`src/rtl/pool_ctrl.sv`:
```
// pool_ctrl: valid/ready sequencer around the 2x2/stride-2 max-pool datapath.
// Loads a 6x6x3 byte frame, hands it to the combinational pool datapath and
// streams the 27 pooled bytes out.
// Optional feature macro: POOL_CTRL_OVERLAP_EN -- when defined, the output drain
// runs alongside loading of the next frame instead of blocking it.
module pool_ctrl #(
  parameter int unsigned DW    = 8,
  parameter int unsigned IN_N  = 108,
  parameter int unsigned OUT_N = 27
) (
  input  logic                  clk,
  input  logic                  rst_n,
  input  logic                  in_valid,
  output logic                  in_ready,
  input  logic [DW-1:0]         in_data,
  input  logic                  in_last,
  output logic [IN_N*DW-1:0]    conv_lin,
  input  logic [OUT_N*DW-1:0]   pool_lin,
  output logic                  out_valid,
  input  logic                  out_ready,
  output logic [DW-1:0]         out_data,
  output logic                  frame_done,
  output logic                  len_err
);

  localparam int unsigned IW = $clog2(IN_N);
  localparam int unsigned OW = $clog2(OUT_N);
  localparam logic [IW-1:0] IN_LAST  = IW'(IN_N - 1);
  localparam logic [OW-1:0] OUT_LAST = OW'(OUT_N - 1);

  typedef enum logic [1:0] {
    S_LOAD = 2'd0,
    S_POOL = 2'd1,
    S_OUT  = 2'd2
  } state_t;

  state_t                  state;
  logic [IW-1:0]           in_cnt;
  logic [OW-1:0]           out_cnt;
  logic [OUT_N*DW-1:0]     out_buf;

  logic in_fire;
  logic out_fire;
  logic out_last_fire;

  // Handshake qualifiers
  assign in_fire       = in_valid & in_ready;
  assign out_fire      = out_valid & out_ready;
  assign out_last_fire = out_fire && (out_cnt == OUT_LAST);

  // Load / pool / drain sequencer with registered handshake and status outputs
  always_ff @(posedge clk or negedge rst_n) begin
    if (!rst_n) begin
      state      <= S_LOAD;
      in_cnt     <= '0;
      out_cnt    <= '0;
      conv_lin   <= '0;
      out_buf    <= '0;
      out_data   <= '0;
      out_valid  <= 1'b0;
      in_ready   <= 1'b0;
      frame_done <= 1'b0;
      len_err    <= 1'b0;
    end else begin
      frame_done <= 1'b0;
      len_err    <= 1'b0;

`ifdef POOL_CTRL_OVERLAP_EN
      // Independent drain of the captured result
      if (out_fire) begin
        if (out_cnt == OUT_LAST) begin
          out_valid  <= 1'b0;
          frame_done <= 1'b1;
        end else begin
          out_cnt  <= out_cnt + OW'(1);
          out_data <= out_buf[(int'(out_cnt) + 1) * int'(DW) +: DW];
        end
      end
`endif

      case (state)
        S_LOAD: begin
          in_ready <= 1'b1;
          if (in_fire) begin
            conv_lin[int'(in_cnt) * int'(DW) +: DW] <= in_data;
            if ((in_cnt == IN_LAST) || in_last) begin
              in_cnt <= '0;
              if ((in_cnt == IN_LAST) && in_last) begin
                state    <= S_POOL;
                in_ready <= 1'b0;
              end else begin
                len_err  <= 1'b1;
              end
            end else begin
              in_cnt <= in_cnt + IW'(1);
            end
          end
        end

        S_POOL: begin
`ifdef POOL_CTRL_OVERLAP_EN
          // Capture only once the previous result has fully left (or leaves now)
          if (!out_valid || out_last_fire) begin
            out_buf   <= pool_lin;
            out_data  <= pool_lin[DW-1:0];
            out_cnt   <= '0;
            out_valid <= 1'b1;
            state     <= S_LOAD;
            in_ready  <= 1'b1;
          end
`else
          out_buf   <= pool_lin;
          out_data  <= pool_lin[DW-1:0];
          out_cnt   <= '0;
          out_valid <= 1'b1;
          state     <= S_OUT;
`endif
        end

        S_OUT: begin
`ifdef POOL_CTRL_OVERLAP_EN
          state <= S_LOAD;
`else
          if (out_fire) begin
            if (out_cnt == OUT_LAST) begin
              out_valid  <= 1'b0;
              frame_done <= 1'b1;
              state      <= S_LOAD;
              in_ready   <= 1'b1;
            end else begin
              out_cnt  <= out_cnt + OW'(1);
              out_data <= out_buf[(int'(out_cnt) + 1) * int'(DW) +: DW];
            end
          end
`endif
        end

        default: state <= S_LOAD;
      endcase
    end
  end

endmodule

```
`config.mk`:
```
export PLATFORM = sky130hd
export DESIGN_NAME = pool_ctrl
export DESIGN_NICKNAME = d
export VERILOG_FILES = /design/src/rtl/pool_ctrl.sv
export SDC_FILE = /design/constraint.sdc
export NUM_CORES = 2
export LEC_CHECK = 0
export BUFFER_PORTS_ARGS = -buffer_cell sky130_fd_sc_hd__buf_2
export CAP_MARGIN = 10
export CORE_AREA = 2 2 427 429
export DETAILED_ROUTE_END_ITERATION = 16
export DIE_AREA = 0 0 429 431
export RECOVER_POWER = 100
export SLEW_MARGIN = 20
export SYNTH_ARGS = -nofsm -noshare
export SYNTH_HDL_FRONTEND = slang
export SYNTH_SLANG_ARGS = --single-unit
```
`constraint.sdc`:
```
create_clock -name clk -period 5.6 [get_ports clk]
set_clock_uncertainty 0.15 [all_clocks]
set_input_delay 0.56 -clock clk [delete_from_list [all_inputs] [get_ports clk]]
set_output_delay 0.56 -clock clk [all_outputs]
set_load 0.005 [all_outputs]
```
Word-level counts from Yosys, hierarchy flattened
Index checks and enable logic that the tools add are counted.
{"block": "word_totals", "reg_bits": 1106, "in_bits": 229, "output_inout_bits": 876, "elab_cells": 68}
{"block": "op_classes", "addsub": 4, "n_eq_ne": 10, "shifts": 3, "muxes": 29, "bitwise_logic": 2, "n_reduce_logical": 10}
{"operator": "$bwmux W864", "count": 1}
{"operator": "$shift A8 B33 Y864 const A", "count": 1}
{"operator": "$shiftx A8 B33 Y864", "count": 1}
{"operator": "$shiftx A216 B10 Y8", "count": 1}
{"operator": "$neg A10 Y33", "count": 1}
{"operator": "$mux W8", "count": 2}
{"operator": "$pmux W8 S2", "count": 1}
{"operator": "$mux W1", "count": 13}
{"operator": "$ne A2 B2 Y1 const B", "count": 6}
{"operator": "$mux W2", "count": 5}
{"operator": "$mux W5", "count": 2}
{"operator": "$pmux W5 S2", "count": 1}
{"operator": "$reduce_and A3 Y1", "count": 3}
{"operator": "$add A7 B1 Y7 const B", "count": 1}
{"operator": "$eq A7 B7 Y1 const B", "count": 1}
{"operator": "$mux W7", "count": 1}
{"operator": "$add A5 B1 Y6 const B", "count": 1}
{"operator": "$pmux W2 S3", "count": 1}
{"operator": "$add A5 B1 Y5 const B", "count": 1}
{"operator": "$eq A5 B5 Y1 const B", "count": 1}
{"operator": "$reduce_and A5 Y1", "count": 1}
{"operator": "$pmux W1 S2", "count": 2}
{"operator": "$reduce_bool A2 Y1", "count": 2}
{"operator": "$and A1 B1 Y1", "count": 2}
{"operator": "other kinds (6)", "count": 6}

Depth between registers and ports, before layout
{"block": "depth", "ltp_word": 6, "depth_mapped": 16, "mapped_depth_nobuf": 9}

Worst setup path after synthesis
No wires, ideal clock.
{"block": "synth_timing", "kind": "flip-flop to flip-flop", "from": "register in_cnt[0]", "to": "register conv_lin[352]", "setup_ns": 0.125, "arrival_ns": 3.426, "required_ns": 5.325, "slack_ns": 1.899, "stages_incl_launch_ff": 16, "n_path_buf": 6, "synth_period_minus_slack_ns": 3.701, "cell_sequence": "dfrtp_1 > buf_2 > buf_2 > inv_1 > ha_1 > buf_2 > clkbuf_1 > and2_1 > ha_1 > inv_1 > a211oi_2 > o21ai_2 > clkbuf_1 > or4_1 > buf_2 > mux2_2"}
{"block": "synth_between", "elab_chain_cells": 3, "elab_cells_between_ends": 4, "classes_between": "1 x add/sub; 2 x shift; 1 x mux"}
{"element": "start, declared", "line": "38", "text": "logic [IW-1:0] in_cnt;"}
{"element": "start signal, assigned", "line": "95", "text": "in_cnt <= in_cnt + IW'(1);"}
{"element": "$neg A10 Y33 (*)", "line": "85", "text": "conv_lin[int'(in_cnt) * int'(DW) +: DW] <= in_data;"}
{"element": "$shiftx A8 B33 Y864 / $shift A8 B33 Y864 (equally long branches)", "line": "85"}
{"element": "$bwmux W864 (*)", "line": "85"}
{"element": "end signal, assigned by index", "line": "85"}
{"element": "end, declared", "line": "17", "text": "output logic [IN_N*DW-1:0] conv_lin,"}
Mark *: on every way between the ends. The rest lies on a longest branch, timed or not.
A chain may end at the register's enable or synchronous reset.

Worst setup path in the final report
{"block": "layout_timing", "from": "register in_cnt[0]", "to": "register conv_lin[661]"}
The elaborated chain is that of the path after synthesis.

==> flow_summary_export.csv <==
group,metric,value,unit
worst_setup_path,cp-start-kind,"flop",
routing,drt_iter0_drc,3821,
power_and_ir_drop,p_leak,0.0272,uW
worst_setup_path,endpoint_kind,"flop",
worst_setup_path,crit_fanout,23,
global_route,top_usage_layer,"met2",
cts,cts_max_level,4,
synth,synth_async_sr_flop_share,1.00,
worst_setup_path,reg2reg_slack,0.53,ns
outcome,status,"finished with violations",
place,gp_congestion,0.954,
outcome,violations,"capacitance limit, slew limit",
synth,synth_top_area_frac,0.587,
power_and_ir_drop,pwr-share-comb,0.204,
synth,ys_types,79,
power_and_ir_drop,p_sw_frac,0.341,
routing,drc,0,
synth,synth_area_leaders,"dfrtp_1, mux2_2, nand2_1",
hold_path,hold_end,"conv_lin[448]$_DFFE_PN0P_",
timing,fin_setup_tns,0,ns
worst_setup_path,rr_worst_depth,8,
hold_path,hold_depth,3,
worst_setup_path,critPathArrivalTime,5.60,ns
global_route,grt_usage,0.246,
global_route,use_met1,0.301,
synth,synth_compound_area_frac,0.0959,
die,die_h,431,um
synth,ys.flop_type,"dfrtp_1",
cts,cts_resized,0,
cts,cts_buffer_depth,3,
synth,ys.warnings.count,0,
synth,synthesis.instances,4125,
worst_setup_path,crit_path_max_incr_delay,1.08,ns
worst_setup_path,reg2reg_from,"in_cnt[0]$_DFFE_PN0P_",
cts,cts-root-buf,"clkbuf_16",
final_layout,nets,5608,
synth,synth.area.mux_share,0.159,
synth,synth_top_family_by_area,"multiplexers",
synth,synth_fa_ha_area_frac,0.00214,
synth,netlist_area,46800,sq um
timing,setup_ws,0.534,ns
final_layout,area_growth,29.3,%
synth,synth_xor_area_frac,0.00185,
worst_setup_path,worstPathCellList,"inv_1 > ha_1 > and2_0 > ha_1 > a211oi_2 > nand3_2 > nor3_2 > mux2_2",
timing,worstMarginPinSlew,3.67,ns
power_and_ir_drop,power.switching,7260,uW
timing,hold_viol_final,0,
power_and_ir_drop,clkPwrFrac,0.407,
run,cap_viol_max_count,20,
worst_setup_path,reg2reg_to,"conv_lin[661]$_DFFE_PN0P_",
routing,vias,40300,
power_and_ir_drop,power_density,351,nW/um^2
cts,cts_sinks,1098,
power_and_ir_drop,peakVddDrop,0.338,mV
global_route,antenna_found_initial,14,
place,place_hpwl,175000,um
hold_path,hold_path.class,"in2reg",
routing,dr.pass1.iters,7,
power_and_ir_drop,p_int,14000,uW
final_layout,drive_above_1_share,0.237,
synth,synthSimpleGateAreaFrac,0.126,
timing,rsz0062_at_grt,"false",
die,dieArea,185000,sq um
cts,cts-buffers-inserted,131,
cts,cts_setup_buffers,0,
place,port_buffers,1104,
worst_setup_path,worstPathRequired,6.14,ns
timing,fin_crit_sh,0.905,
die,die_x,429,um
power_and_ir_drop,sequentialPowerShare,0.389,
timing,setup_viol,0,
die,num_rows,156,
synth,syn-num-nets,4362,
final_layout,multi_input_area,18100,sq um
global_route,grt_max_degree,142,
worst_setup_path,cp_common_cell,"ha_1",
hold_path,worstHoldStart,"in_data[0]",
timing,fin_crit,5.07,ns
synth,avgSynthCellArea,11.3,sq um
die,core,180000,sq um
worst_setup_path,slowest_stage,"nor3_2",
synth,seq_area_frac_synth,0.587,
cts,clk_latency,0.79,ns
synth,ys_ff_latch,1098,
final_layout,fill_cells,18500,
timing,report.final.slew_viol_count,1085,
place,pre_cts_slack,0.844,ns
global_route,grt_pass1_vias,40500,
final_layout,seqCellArea,27500,sq um
timing,slew_headroom,-1.45,
die,io_pins,1105,
routing,ant_nets,0,
worst_setup_path,path_class,"reg2reg",
synth,synth_largest_area_cell,"dfrtp_1",
timing,fmax,197,MHz
cts,tritoncts,"done",
cts,clk_pin_slew_worst_paths,0.06,ns
global_route,use_met2,0.390,
routing,routed_via_density,5.13,
global_route,use_met3,0.0646,
die,start_util,0.260,
global_route,grt-ovfl-total,0,
global_route,grt_pass1_wl,322000,um
routing,wire_per_inst,29.9,um
routing,routed_wl,234000,um
synth,synth_edf_count,0,
==> flip-flops by register name, indices dropped and copies added, names as in the netlist <==
name and flops:
out_buf 208, len_err 1, out_data 8, in_cnt 7, out_cnt 5, conv_lin 864
frame_done 1, out_valid 1, state 2, in_ready 1
==> Yosys cell counts, types with 8 or more instances <==
library cell	n
nand2b_1	14
mux2_1	9
o211ai_1	9
o31ai_1	103
clkbuf_1	249
o22ai_1	23
nand2_1	794
buf_1	9
o41ai_1	112
nand3_1	74
dfrtp_1	1098
inv_1	12
mux2_2	551
buf_2	37
nor2_1	233
mux2_4	8
and2_1	22
o21ai_0	382
or2_2	34
and3_1	8
mux4_2	34
nor2_2	21
nor2b_1	10
ha_1	8
buf_4	8
nor3_1	73
mux2i_1	25
a21oi_1	20
or3_1	12
==> cells by family after synthesis <==
group / after synthesis
mux: 627
flops: 1098
simple gates: 1353
xor+xnor: 9
buf+inv: 320
compound gates: 710
fa+ha+maj: 8
==> cell usage in the layout, fill, tap and decap left out, drive strengths merged, types with 8 or more instances in the layout <==
| master | instances |
|---|---|
| nor4 | 8 |
| o22ai | 23 |
| a21oi | 21 |
| bufinv | 8 |
| buf | 426 |
| nor2 | 256 |
| and2 | 24 |
| o211ai | 9 |
| dfrtp | 1098 |
| nand2 | 795 |
| or3 | 12 |
| dlygate4sd3 | 220 |
| clkinv | 31 |
| inv | 20 |
| nor2b | 10 |
| mux2 | 568 |
| nor3 | 80 |
| mux4 | 34 |
| or2 | 40 |
| o41ai | 112 |
| ha | 8 |
| o31ai | 103 |
| nand3 | 78 |
| diode | 10 |
| clkbuf | 949 |
| and3 | 8 |
| clkinvlp | 10 |
| nand2b | 14 |
| o21ai | 392 |
| mux2i | 25 |
==> worst max-delay path: cells and delay by family, from the launching register on <==
kind,cells,cell delay [ns]
buf+inv,1,0.11
flops,1,0.72
simple gates,3,2.17
mux,1,0.43
compound gates,1,0.57
fa+ha+maj,2,0.80
==> worst max path at each step <==
stage / cells after the start / endpoint / start
floorplan: 15 / conv_lin[352]$_DFFE_PN0P_ / in_cnt[0]$_DFFE_PN0P_
global route: 12 / conv_lin[275]$_DFFE_PN0P_ / in_cnt[0]$_DFFE_PN0P_
global placement: 9 / conv_lin[252]$_DFFE_PN0P_ / in_cnt[0]$_DFFE_PN0P_
detailed placement: 9 / conv_lin[253]$_DFFE_PN0P_ / in_cnt[0]$_DFFE_PN0P_
CTS: 9 / conv_lin[253]$_DFFE_PN0P_ / in_cnt[0]$_DFFE_PN0P_
finish: 8 / conv_lin[661]$_DFFE_PN0P_ / in_cnt[0]$_DFFE_PN0P_
==> routing by layer <==
layer / wire length, um / part of all wire / vias to the layer above
met2: 109000 / 0.47 / 2012
met4: 15600 / 0.066 / 2
met3: 18300 / 0.078 / 496
met5: 14 / 0.000060 / -
li1: - / - / 17000
met1: 91200 / 0.39 / 20800
==> metrics by stage <==
step | hold WS, ns | utilization | power, uW | cell area (sq um) | cells
final | 0.147 | 0.336 | 21300 | 60500 | 7849
after global routing | 0.106 | 0.336 | 22000 | 60500 | 7843
after CTS | 0.0548 | 0.342 | 21400 | 61700 | 7838
after detailed placement | 0.308 | 0.306 | 12600 | 55200 | 7387
after global placement | 0.304 | 0.306 | 12600 | 55100 | 7385
after floorplan | 0.114 | - | 10300 | 46800 | 4125
==> power groups by stage <==
stage	Sequential, uW	Clock, uW	Combinational, uW
after global placement	8400	0	4190
after floorplan	8240	0	2100
after detailed placement	8410	0	4230
after CTS	8260	8810	4360
final	8270	8650	4330
after global routing	8280	9140	4540
==> what timing repair did <==
action                                  in CTS  in global routing
endpoints found under the hold margin      282                  0
hold buffers                               220                  0
endpoints found under the setup margin       0                  0
==> layout make-up <==
cell class / instances / area share
timing repair buffer: 1420 / 0.125
antenna: 10 / 0.000414
clock inverter: 56 / 0.0104
inverter: 13 / 0.000807
sequential: 1098 / 0.454
tap: 2370 / 0.0490
clock buffer: 175 / 0.0608
multi-input combinational: 2707 / 0.300
Note: power is estimated with default switching activity, not from simulation.
